==> src/rtl/lin_reg_dev.sv <==
// lin_reg_dev: two-pass window statistics engine.
// Scans caller memory over [si, ei) to produce the integer mean, then the mean
// absolute deviation about that mean. Each pass is followed by a serial
// restoring division by the window length N.
module lin_reg_dev #(
    parameter int unsigned WIDTH = 32
) (
    input  logic             Clk,
    input  logic             Rst,
    input  logic [WIDTH-1:0] si,
    input  logic [WIDTH-1:0] ei,
    input  logic             start,
    output logic [WIDTH-1:0] index,
    input  logic [WIDTH-1:0] value,
    output logic [WIDTH-1:0] mean,
    output logic [WIDTH-1:0] deviation,
    output logic             done
);

    localparam int unsigned ACC_W = 2 * WIDTH;
    localparam int unsigned CNT_W = $clog2(ACC_W);
    localparam logic [WIDTH-1:0] ONE      = 1;
    localparam logic [CNT_W-1:0] CNT_ONE  = 1;
    localparam logic [CNT_W-1:0] CNT_LAST = CNT_W'(ACC_W - 1);

    typedef enum logic [2:0] {
        StIdle,
        StPass1,
        StDiv1,
        StPass2,
        StDiv2,
        StDone
    } state_e;

    state_e r_state;
    state_e w_state_next;

    logic [WIDTH-1:0] r_si;
    logic [WIDTH-1:0] r_ei;
    logic [WIDTH-1:0] r_n;
    logic [WIDTH-1:0] r_index;
    logic [ACC_W-1:0] r_acc;      // pass accumulator, then dividend/quotient shift register
    logic [WIDTH:0]   r_rem;      // partial remainder, always < N
    logic [CNT_W-1:0] r_cnt;
    logic [WIDTH-1:0] r_mean;
    logic [WIDTH-1:0] r_dev;
    logic             r_done;

    logic             w_idle;
    logic             w_empty;
    logic             w_scan_last;
    logic             w_div_last;
    logic [WIDTH-1:0] w_absdiff;
    logic [WIDTH+1:0] w_rem_shift;
    logic             w_ge;
    logic [WIDTH:0]   w_rem_next;
    logic [ACC_W-1:0] w_acc_shift;

    assign w_idle      = (r_state == StIdle) || (r_state == StDone);
    assign w_empty     = (ei <= si);
    assign w_scan_last = (r_index == (r_ei - ONE));
    assign w_div_last  = (r_cnt == CNT_LAST);

    // Non-wrapping |value - mean|: larger minus smaller.
    assign w_absdiff = (value >= r_mean) ? (value - r_mean) : (r_mean - value);

    // One restoring-division step: shift in the next dividend bit, subtract N if it fits.
    assign w_rem_shift = {r_rem, r_acc[ACC_W-1]};
    assign w_ge        = (w_rem_shift >= {2'b00, r_n});
    assign w_rem_next  = w_ge ? (WIDTH+1)'(w_rem_shift - {2'b00, r_n}) : w_rem_shift[WIDTH:0];
    assign w_acc_shift = {r_acc[ACC_W-2:0], w_ge};

    // State register with synchronous reset.
    always_ff @(posedge Clk) begin
        if (Rst) begin
            r_state <= StIdle;
        end else begin
            r_state <= w_state_next;
        end
    end

    // Next-state decode; start is only honoured from IDLE or DONE.
    always_comb begin
        w_state_next = r_state;
        case (r_state)
            StIdle, StDone: begin
                if (start) begin
                    w_state_next = w_empty ? StDone : StPass1;
                end
            end
            StPass1: if (w_scan_last) w_state_next = StDiv1;
            StDiv1:  if (w_div_last)  w_state_next = StPass2;
            StPass2: if (w_scan_last) w_state_next = StDiv2;
            StDiv2:  if (w_div_last)  w_state_next = StDone;
            default: w_state_next = StIdle;
        endcase
    end

    // Datapath: window latch, scan accumulation, serial division and result registers.
    always_ff @(posedge Clk) begin
        if (Rst) begin
            r_si    <= '0;
            r_ei    <= '0;
            r_n     <= '0;
            r_index <= '0;
            r_acc   <= '0;
            r_rem   <= '0;
            r_cnt   <= '0;
            r_mean  <= '0;
            r_dev   <= '0;
            r_done  <= 1'b0;
        end else if (w_idle) begin
            if (start) begin
                r_si    <= si;
                r_ei    <= ei;
                r_n     <= ei - si;
                r_index <= si;
                r_acc   <= '0;
                r_rem   <= '0;
                r_cnt   <= '0;
                r_done  <= 1'b0;
                if (w_empty) begin
                    r_mean <= '0;
                    r_dev  <= '0;
                    r_done <= 1'b1;
                end
            end
        end else begin
            case (r_state)
                StPass1: begin
                    r_acc   <= r_acc + {{WIDTH{1'b0}}, value};
                    r_index <= r_index + ONE;
                end
                StPass2: begin
                    r_acc   <= r_acc + {{WIDTH{1'b0}}, w_absdiff};
                    r_index <= r_index + ONE;
                end
                StDiv1, StDiv2: begin
                    r_acc <= w_acc_shift;
                    r_rem <= w_rem_next;
                    r_cnt <= r_cnt + CNT_ONE;   // wraps to 0 on the last step
                    if (w_div_last) begin
                        r_rem <= '0;
                        if (r_state == StDiv1) begin
                            r_mean  <= w_acc_shift[WIDTH-1:0];
                            r_index <= r_si;
                            r_acc   <= '0;
                        end else begin
                            r_dev  <= w_acc_shift[WIDTH-1:0];
                            r_done <= 1'b1;
                        end
                    end
                end
                default: ;
            endcase
        end
    end

    assign index     = r_index;
    assign mean      = r_mean;
    assign deviation = r_dev;
    assign done      = r_done;

endmodule

==> config.mk <==
export PLATFORM = sky130hd
export DESIGN_NAME = lin_reg_dev
export DESIGN_NICKNAME = d
export VERILOG_FILES = /design/src/rtl/lin_reg_dev.sv
export SDC_FILE = /design/constraint.sdc
export NUM_CORES = 1
export LEC_CHECK = 0
export CAP_MARGIN = 10
export CELL_PAD_IN_SITES_DETAIL_PLACEMENT = 1
export CELL_PAD_IN_SITES_GLOBAL_PLACEMENT = 1
export CORE_ASPECT_RATIO = 1.4
export CORE_MARGIN = 2
export CORE_UTILIZATION = 48
export CTS_BUF_LIST = sky130_fd_sc_hd__clkbuf_2
export CTS_CLUSTER_DIAMETER = 40
export DETAILED_ROUTE_END_ITERATION = 12
export GPL_ROUTABILITY_DRIVEN = 1
export PLACE_DENSITY = 0.86
export RECOVER_POWER = 50
export SETUP_SLACK_MARGIN = 0.1
export SYNTH_ARGS = -nofsm -noshare
export SYNTH_HDL_FRONTEND = slang
export SYNTH_SLANG_ARGS = --single-unit
export TNS_END_PERCENT = 100
==> constraint.sdc <==
create_clock -name Clk -period 11.15 [get_ports Clk]
set_clock_uncertainty 0.15 [all_clocks]
set_input_delay 1.6725 -clock Clk [delete_from_list [all_inputs] [get_ports Clk]]
set_output_delay 1.6725 -clock Clk [all_outputs]
set_load 0.01 [all_outputs]
==> impl_results.md <==
* Syn Nets at 3,314
* H-tree levels at 3
* Antenna violations before repair at 14
* Hpwl dp at 64,200 microns
* CP endpoint kind: register
* Setup TNS at 0 ns
* Slowest Stage Delay on Critical Path at 0.75 ns
* Clk_lat worst skew at 0.99 ns
* Switching Power at 1.27 mW
* Hold WC Path Type: reg2reg
* Fin. max-slew vios at 315
* Clock-pin slew on the worst setup and hold paths at 0.11 ns
* RSZ-0062 raised after global routing: false
* IO buf count at 195
* Period minus WS final at 8.37 ns
* CP startpoint kind: input port
* Number of top-level pins at 196
* Post-route ant nets at 0
* Number of CTS-inserted buffers at 75
* Slew margin rel. at -184%
* Cell Area, Synth at 22,600 sq um
* GRT Residual Overflow at 0
* Tcrit/Tclk final at 75.0%
* DRT Wirelength at 84,000 microns
* Final Setup Violations at 0
* Via Count at 23,600
* Core ar. at 46,700 sq um
* Final nets at 3,429
* P_int at 1.87 mW
* Critical path data arrival time at 9.16 ns
* Die area at 48,800 sq um
* Count of hold-fix buffers inserted at cts at 0
* Sequential power share at 39.6%
* Ys flop type: dfxtp_1
* CTS tree: built
* Max FO, Critical Path at 35
* Commonest cells after routing, fill and taps aside: 383 x nand2_1, 299 x dfxtp_1, 289 x a21oi_1
* Failing checks: capacitance limit, slew limit
* Max Clock Freq at 0.120 GHz
* Number of synthesized register bits at 299
* Outcome: finished, violations left
* Post-synthesis sequential area ratio at 26.5%
* Lkg Pwr at 10.6 nW
* Die width at 187 microns
* Average routed wire per standard cell at 21.9 microns
* Slowest-stage cell, CP: a221oi_1
* Site row count at 94
* Initial drt markers at 1,018
* Vias in the first global route at 25,100
* Setup Buffers After CTS at 0
* Count of different cell masters after synthesis at 84
* Die extent in y at 261 microns
* Largest net degree at the start of global routing at 87
* Area Growth Syn to Fin at 13.0%
* Drt first pass iters at 5
* Yosys warns at 0
* Req. time, crit path at 11.95 ns
* Clock share of power at 24.0%
* Vias per cell at 6.15
* Worst-margin pin slew at 4.27 ns
* Combinational power share at 36.4%
* Post-synth EDFFs at 0
* Worst VDD drop at 0.0723 mV
* Post-Syn Area per Cell at 7.42 sq um
* Pwr Density at 123 nW/um^2
* Crit Path Category: in2reg
* Synth Instances at 3,041
* Sw Ratio at 40.5%
* DRC at 0
* Layout cells sized above 1 at 5.40%
* Share of flip-flops with an asynchronous set or reset at 0%
* Worst hold margin at 0.311 ns
* First-pass GRT wire length at 132,000 microns
* Starting Density at 48.3%
* GPL Wtd Cong at 0.955
* Clock buffer depth at 3
* Sink Count at 299
* CTS root buffer: clkbuf_2
* Max_cap viols at 5
* Final hold viol count at 0
* CTS resizes at 0
* GRT Overall Usage at 33.5%
* Commonest non-fill, non-tap cell in the layout: nand2_1
critical path: cells and delay by family:
family | cells | cell delay, ns
xor+xnor | 1 | 0.10
buf+inv | 4 | 1.05
mux | 1 | 0.39
fa+ha+maj | 3 | 0.90
compound gates | 16 | 4.79
simple gates | 1 | 0.21
cell families after synthesis:
family	Yosys count	share of synthesized area (%)
adder cells (fa/ha/maj)	174	9.82
multiplexers	35	1.57
buffers and inverters	361	6.06
AO/OA/AOI/OAI	996	28.6
AND/OR/NAND/NOR	996	20.4
flip-flops	299	26.5
XOR/XNOR	180	6.99
power by group through the flow:
stage | Combinational (mW) | Sequential, mW | Clock [mW]
2_1_floorplan | 0.793 | 1.23 | 0
3_3_place_gp | 1.08 | 1.26 | 0
3_5_place_dp | 1.12 | 1.27 | 0
4_1_cts | 1.13 | 1.24 | 0.774
5_1_grt | 1.24 | 1.25 | 0.821
6_report | 1.14 | 1.24 | 0.752
cell usage after synthesis, types with 75 or more instances:
master | count | area share (%)
xor2_1 | 79 | 3.1
xnor2_1 | 101 | 3.9
ha_1 | 169 | 9.4
clkbuf_1 | 166 | 2.8
inv_1 | 183 | 3.0
a21o_1 | 88 | 2.9
nand3_1 | 77 | 1.7
dfxtp_1 | 299 | 27
a211oi_1 | 82 | 2.7
o21ai_0 | 152 | 3.4
a22oi_1 | 75 | 2.5
nor2_1 | 255 | 4.2
a21oi_1 | 290 | 6.4
nand2_1 | 385 | 6.4
per-stage QoR:
step	total power [mW]	std cells	area (sq um)	setup slack, ns	utilization, %
finish	3.13	3836	25500	2.78	54.6
global route	3.32	3831	25500	2.43	54.6
CTS	3.15	3830	25500	3.06	54.7
detailed placement	2.39	3703	24900	1.99	53.3
global placement	2.34	3703	24900	2.35	53.3
floorplan	2.02	3041	22600	3.87	-
registers in the layout, indices dropped and copies added (netlist names), 3 cells and up:
register and flops:
r_acc 64, r_rem 33, deviation 32, index 32, mean 32, r_ei 32, r_n 32, r_si 32
r_cnt 6, r_state 3
path summary, 6_finish.rpt:
check	depth (start not counted)	slack [ns]	startpoint	to
setup reg to reg	24	3.52	mean[0]$_SDFFE_PP0P_	r_acc[56]$_SDFFE_PP0P_
setup / recovery	26	2.78	value[0]	r_acc[56]$_SDFFE_PP0P_
hold reg to reg	2	0.31	r_n[15]$_SDFFE_PP0P_	r_n[15]$_SDFFE_PP0P_
hold / removal	2	0.31	r_n[15]$_SDFFE_PP0P_	r_n[15]$_SDFFE_PP0P_
layer usage:
metal	global-route usage (%)	vias to the layer above	routed length [microns]
met3	5.78	272	3830
met5	0	-	135
li1	-	11200	-
met2	64.4	658	43800
met1	33.2	11500	31100
met4	21.0	16	5160
layout make-up:
type	instances	area, sq um
sequential	299	5990
clock buffer	102	510
tap	624	781
timing repair buffer	216	2090
antenna	6	15.0
inverter	183	687
multi-input combinational	2381	15300
clock inverter	25	130
fill	6019	21200
Note: power is estimated with default switching activity, not from simulation.
